**src/rtl/ycbcr444_to_422_pkg.sv**
```systemverilog
`default_nettype none
// ============================================================================
// Module : ycbcr444_to_422_pkg
// Desc   : Shared video widths, field slices and pixel types for 444->422.
// Rev    : 1.0
// ============================================================================
package ycbcr444_to_422_pkg;

    localparam int Y_W      = 8;
    localparam int C_W      = 8;
    localparam int PIX444_W = 24;
    localparam int PIX422_W = 16;
    localparam int LAT      = 2;

    localparam int Y_HI  = 23;
    localparam int CB_HI = 15;
    localparam int CR_HI = 7;

    typedef enum logic {
        PH_EVEN = 1'b0,
        PH_ODD  = 1'b1
    } phase_e;

    typedef struct packed {
        logic [Y_W-1:0] y;
        logic [C_W-1:0] cb;
        logic [C_W-1:0] cr;
    } pix444_t;

endpackage
`default_nettype wire

```
**src/rtl/ycbcr444_to_422_chroma_pair_avg.sv**
```systemverilog
`default_nettype none
// ============================================================================
// Module : chroma_pair_avg
// Desc   : Round-half-up average of two chroma samples, or pass-through of i_a.
// Rev    : 1.0
// ============================================================================
module chroma_pair_avg
    import ycbcr444_to_422_pkg::*;
#(
    parameter bit AVG_EN = 1'b1
)
(
    input  logic [C_W-1:0] i_a,
    input  logic [C_W-1:0] i_b,
    output logic [C_W-1:0] o_c
);

    logic [C_W-1:0] w_avg;

    // (a+b+1)>>1 computed as halves plus a round-up when either LSB is set
    assign w_avg = (i_a >> 1) + (i_b >> 1) + {{(C_W-1){1'b0}}, i_a[0] | i_b[0]};
    assign o_c   = AVG_EN ? w_avg : i_a;

endmodule
`default_nettype wire

```
**src/rtl/ycbcr444_to_422.sv**
```systemverilog
`default_nettype none
// ============================================================================
// Module : ycbcr444_to_422
// Desc   : YCbCr444 to YCbCr422 packer with optional chroma averaging and
//          active line width measurement. Fixed 2-cycle latency.
// Rev    : 1.0
// ============================================================================
module ycbcr444_to_422
    import ycbcr444_to_422_pkg::*;
#(
    parameter bit AVG_EN = 1'b1,
    parameter int CNT_W  = 12
)
(
    input  logic                clk,
    input  logic                rst_n,
    input  logic                i_de,
    input  logic                i_hs,
    input  logic                i_vs,
    input  logic [PIX444_W-1:0] i_data,
    output logic                o_de,
    output logic                o_hs,
    output logic                o_vs,
    output logic [PIX422_W-1:0] o_data,
    output logic [CNT_W-1:0]    line_width,
    output logic                width_vld
);

    pix444_t             w_pix;
    pix444_t             r_s1_pix;
    phase_e              w_phase;
    phase_e              r_s1_phase;
    logic [2:0]          r_sync [LAT];
    logic                w_s1_de;
    logic [C_W-1:0]      w_cb;
    logic [C_W-1:0]      w_cr;
    logic [C_W-1:0]      r_cr_hold;
    logic [PIX422_W-1:0] r_data;
    logic [CNT_W-1:0]    r_cnt;
    logic [CNT_W-1:0]    r_line_width;
    logic                r_width_vld;
    logic                r_armed;

    always_comb begin
        w_pix    = '0;
        w_pix.y  = i_data[Y_HI  -: Y_W];
        w_pix.cb = i_data[CB_HI -: C_W];
        w_pix.cr = i_data[CR_HI -: C_W];
    end

    assign w_s1_de = r_sync[0][2];

    always_comb begin
        w_phase = PH_EVEN;
        if (i_de && w_s1_de) begin
            w_phase = (r_s1_phase == PH_EVEN) ? PH_ODD : PH_EVEN;
        end
    end

    chroma_pair_avg #(.AVG_EN(AVG_EN)) u_cb_avg (
        .i_a (r_s1_pix.cb),
        .i_b (w_pix.cb),
        .o_c (w_cb)
    );

    chroma_pair_avg #(.AVG_EN(AVG_EN)) u_cr_avg (
        .i_a (r_s1_pix.cr),
        .i_b (w_pix.cr),
        .o_c (w_cr)
    );

    // Stage 1 holds the previous pixel; stage 2 is the output register.
    always_ff @(posedge clk or negedge rst_n) begin
        if (!rst_n) begin
            for (int i = 0; i < LAT; i++) begin
                r_sync[i] <= '0;
            end
            r_s1_pix   <= '0;
            r_s1_phase <= PH_EVEN;
            r_cr_hold  <= '0;
            r_data     <= '0;
        end else begin
            r_sync[0] <= {i_de, i_hs, i_vs};
            for (int i = 1; i < LAT; i++) begin
                r_sync[i] <= r_sync[i-1];
            end
            r_s1_pix   <= w_pix;
            r_s1_phase <= w_phase;
            if (w_s1_de && (r_s1_phase == PH_EVEN)) begin
                if (i_de) begin
                    r_data    <= {r_s1_pix.y, w_cb};
                    r_cr_hold <= w_cr;
                end else begin
                    r_data    <= {r_s1_pix.y, r_s1_pix.cb};
                end
            end else if (w_s1_de) begin
                r_data <= {r_s1_pix.y, r_cr_hold};
            end else begin
                r_data <= '0;
            end
        end
    end

    // Only lines that start after a low i_de cycle out of reset are measured.
    always_ff @(posedge clk or negedge rst_n) begin
        if (!rst_n) begin
            r_cnt        <= '0;
            r_armed      <= 1'b0;
            r_line_width <= '0;
            r_width_vld  <= 1'b0;
        end else begin
            r_width_vld <= 1'b0;
            if (!i_de) begin
                r_armed <= 1'b1;
            end
            if (i_de) begin
                if (r_armed && (r_cnt != {CNT_W{1'b1}})) begin
                    r_cnt <= r_cnt + 1'b1;
                end
            end else if (w_s1_de) begin
                if (r_armed) begin
                    r_line_width <= r_cnt;
                    r_width_vld  <= 1'b1;
                end
                r_cnt <= '0;
            end
        end
    end

    assign o_de       = r_sync[LAT-1][2];
    assign o_hs       = r_sync[LAT-1][1];
    assign o_vs       = r_sync[LAT-1][0];
    assign o_data     = r_data;
    assign line_width = r_line_width;
    assign width_vld  = r_width_vld;

endmodule
`default_nettype wire

```
**config.mk**
```make
export PLATFORM = sky130hd
export DESIGN_NAME = ycbcr444_to_422
export DESIGN_NICKNAME = d
export VERILOG_FILES = /design/src/rtl/ycbcr444_to_422_pkg.sv /design/src/rtl/ycbcr444_to_422_chroma_pair_avg.sv /design/src/rtl/ycbcr444_to_422.sv
export SDC_FILE = /design/constraint.sdc
export NUM_CORES = 1
export LEC_CHECK = 0
export BUFFER_PORTS_ARGS = -buffer_cell sky130_fd_sc_hd__buf_2
export CAP_MARGIN = 20
export CORE_MARGIN = 1
export CORE_UTILIZATION = 62
export CTS_BUF_LIST = sky130_fd_sc_hd__clkbuf_8
export CTS_CLUSTER_DIAMETER = 80
export DETAILED_ROUTE_END_ITERATION = 6
export HOLD_SLACK_MARGIN = 0.12
export PLACE_DENSITY = 0.95
export RECOVER_POWER = 100
export SLEW_MARGIN = 20
export SYNTH_ARGS = -nofsm -noshare
export SYNTH_HDL_FRONTEND = slang
export SYNTH_SLANG_ARGS = --single-unit
export TNS_END_PERCENT = 10
```
**constraint.sdc**
```tcl
create_clock -name clk -period 2.9 [get_ports clk]
set_input_delay 0.58 -clock clk [delete_from_list [all_inputs] [get_ports clk]]
set_output_delay 0.58 -clock clk [all_outputs]
set_load 0.005 [all_outputs]
```
==> results by group <==
Run status
  – Run status: finished with violations
  – Violations in the final reports: capacitance limit, slew limit

Clocking
  – Post-CTS resize count: 0
  – TritonCTS Buffers: 9
  – Hold buffer count at CTS: 0
  – # Post-CTS Setup Buffers: 0
  – TritonCTS sink count: 81
  – Later-pin clock latency in the skew report: 340 ps
  – Maximum root-to-sink buffer count: 2
  – H-tree Lvls: 3
  – Clock-pin slew of the registers on the worst-case setup and hold paths: 80 ps
  – Root Driver: clkbuf_8
  – CTS tree: yes

Floorplanning
  – Overall die width: 77.3 um
  – Die H: 77.3 um
  – IO Pins: 61
  – Die ar.: 5980 sq um
  – Core area: 5470 sq um
  – Cell row count: 27
  – Starting Density: 64.3%

Critical path
  – Worst EP required: 3120 ps
  – CP endpoint kind: flip-flop
  – Critical Path Max Stage Delay: 590 ps
  – R2R Path Start: r_sync[5]
  – Setup Crit Path Kind: flip-flop to flip-flop
  – CP cell instances: clkbuf_1 > nor2b_1 > nand2_1 > inv_1 > and3_1 > mux2i_1 > o311ai_0
  – RR Endpoint: o_data[6]
  – Worst Path Buf+Inv: 2
  – R2R depth: 7
  – Crit path max fanout: 20
  – Setup slack, reg-to-reg: 560 ps
  – WP data arrival: 2560 ps
  – Crit start category: flip-flop
  – CP top delay family: buffers and inverters
  – Slowest cell on crit path: clkbuf_1

GRT
  – Total track usage: 24.6%
  – First-pass GRT wire length: 11200 um
  – Initial antenna violation count: 0
  – Overflow after GRT: 0
  – Largest net degree at the start of global routing: 82
  – Vias in the first global route: 2504

Power
  – Sequential Power Share: 54.7%
  – Comb power frac: 13.7%
  – Maximum VDD drop: 0.396 mV
  – Static Leak: 0.00192 uW
  – Net Sw Frac: 26.8%
  – Internal: 1720 uW
  – Pwr per Cell Area: 585 nW/um^2
  – Power share of the clock group: 31.6%
  – P_sw: 630 uW

Detailed routing
  – WL/cell: 15.3 um
  – Routed Wire Length: 6740 um
  – # DRC: 0
  – Antenna-violating nets left: 0
  – Total number of vias: 2509
  – Drt via density: 5.68
  – Initial drt markers: 172
  – TritonRoute pass-1 iters: 4

Finish
  – Commonest cells after routing, fill and taps aside: 81 x dfrtp_1, 34 x buf_2, 29 x nand2_1, 25 x o21ai_0, 25 x clkbuf_1
  – Most common cell after layout, fill and taps aside: dfrtp_1
  – P&R area growth vs syn: 14.1%
  – ANT cells: 0
  – Share of layout cells above drive strength 1: 18.9%
  – Final net count: 411

STA
  – Post-route clock period utilization: 80.7%
  – Slew margin rel.: -25.2%
  – F_max: 427 MHz
  – Worst slew pin tran: 1880 ps
  – Tmin final: 2340 ps
  – Slew Limit Fails: 82
  – Setup Viol. Count Final: 0
  – Fin Setup TNS: 0 ps
  – Final hold violation count: 0
  – Final Worst Setup Slack: 560 ps
  – RSZ-0062 raised after global routing: false
  – Worst Skew: 7.18 ps

Logic synthesis
  – Gate Count Post-Synth: 301
  – Sequential area share after synthesis: 57.6%
  – EDFF count, synth: 0
  – Ys flop type: dfrtp_1
  – Synthesized cell area: 3520 sq um
  – Synth Register Bits: 81
  – Yosys cell types: 49
  – Share of synthesized registers carrying an async set or reset: 100%
  – Ys Warns: 0
  – Synthesized area per cell: 11.7 sq um
  – Net Count, Synth: 347

Hold path
  – Worst hold path endpoint: r_s1_pix[20]
  – Worst hold stages: 1
  – Min-delay src: i_data[20]
  – HP Class: primary input to flip-flop

Placement
  – Final GP Congestion: 0.887
  – Post-DP HPWL: 4640 um
  – Port bufs: 60
  – Pre-CTS setup slack: 391 ps

Flow run
  – MaxCap Viol Count: 1
[worst max-delay path by stage]
stage / slack [ps] / cells after the start / start / to
floorplan: 680 / 8 / i_data[9] / o_data[6]
CTS: 630 / 6 / r_cnt[0] / r_cnt[2]
detailed placement: 390 / 9 / i_data[9] / o_data[6]
global placement: 490 / 9 / i_data[9] / o_data[6]
global route: 350 / 7 / r_sync[5] / o_data[6]
finish: 560 / 7 / r_sync[5] / o_data[6]
[through the flow]
| step | total power (uW) | util (%) | hold slack [ps] | cell area (sq um) | instances |
|---|---|---|---|---|---|
| 6_report | 2350 | 73.3 | 334 | 4010 | 442 |
| 5_1_grt | 2460 | 73.3 | 321 | 4010 | 442 |
| 4_1_cts | 2360 | 74.1 | 328 | 4060 | 442 |
| 3_5_place_dp | 1630 | 70.8 | 344 | 3870 | 426 |
| 3_3_place_gp | 1610 | 70.8 | 333 | 3870 | 426 |
| 2_1_floorplan | 1490 | - | 284 | 3520 | 301 |
[flip-flops by register name, indices dropped and copies added (netlist names)]
register and flops:
o_data 16, o_de 1, o_vs 1, line_width 12, r_cnt 12, width_vld 1
r_armed 1, o_hs 1, r_s1_phase 1, r_sync 3, r_cr_hold 8, r_s1_pix 24
[layout make-up]
class	count	area (sq um)
repair buffers	62	277
fillers	383	1460
well taps	72	90.1
clock buffers	11	151
multi-input cells	195	1380
clock inverters	5	31.3
inverters	16	60.1
flip-flops and latches	81	2030
[per-layer routing]
metal  vias to the layer above  routed length [um]  track usage [%]  share of wire [%]
li1                       1174                   -                -                  -
met5                         -                   0                0                  0
met3                        17                 290             4.76                4.3
met2                        83                3470             41.2                 51
met1                      1235                2800             30.2                 41
met4                         0                 187             13.0                2.8
[cell families (layout without fill, tap and decap cells)]
group	Yosys count	count (layout)	synth area share, %
AOI/OAI and AO/OA	56	56	10.5
adders and majority gates	17	17	6.90
and+or+nand+nor	94	94	13.6
DFF	81	81	57.6
muxes	18	18	5.62
buffers and inverters	25	94	3.20
xor gates and xnor gates	10	10	2.49
[Yosys cell counts, types with 5 or more instances]
| cell type | instances | area share [%] |
|---|---|---|
| a21oi_1 | 7 | 1.0 |
| and2_1 | 13 | 2.3 |
| dfrtp_1 | 81 | 58 |
| ha_1 | 13 | 4.6 |
| inv_1 | 16 | 1.7 |
| mux2_2 | 14 | 4.5 |
| nand2_1 | 29 | 3.1 |
| nand3_1 | 6 | 0.85 |
| nor2_1 | 15 | 1.6 |
| nor2b_1 | 5 | 0.89 |
| nor3_1 | 9 | 1.3 |
| o21ai_0 | 25 | 3.6 |
| xnor2_1 | 8 | 2.0 |
[power by group through the flow]
| stage | Clock, uW | Combinational [uW] | Sequential [uW] |
|---|---|---|---|
| 2_1_floorplan | 0 | 198 | 1290 |
| 3_3_place_gp | 0 | 306 | 1300 |
| 3_5_place_dp | 0 | 322 | 1310 |
| 4_1_cts | 750 | 331 | 1280 |
| 5_1_grt | 800 | 362 | 1290 |
| 6_report | 742 | 321 | 1290 |
Note: power is estimated with default switching activity, not from simulation.
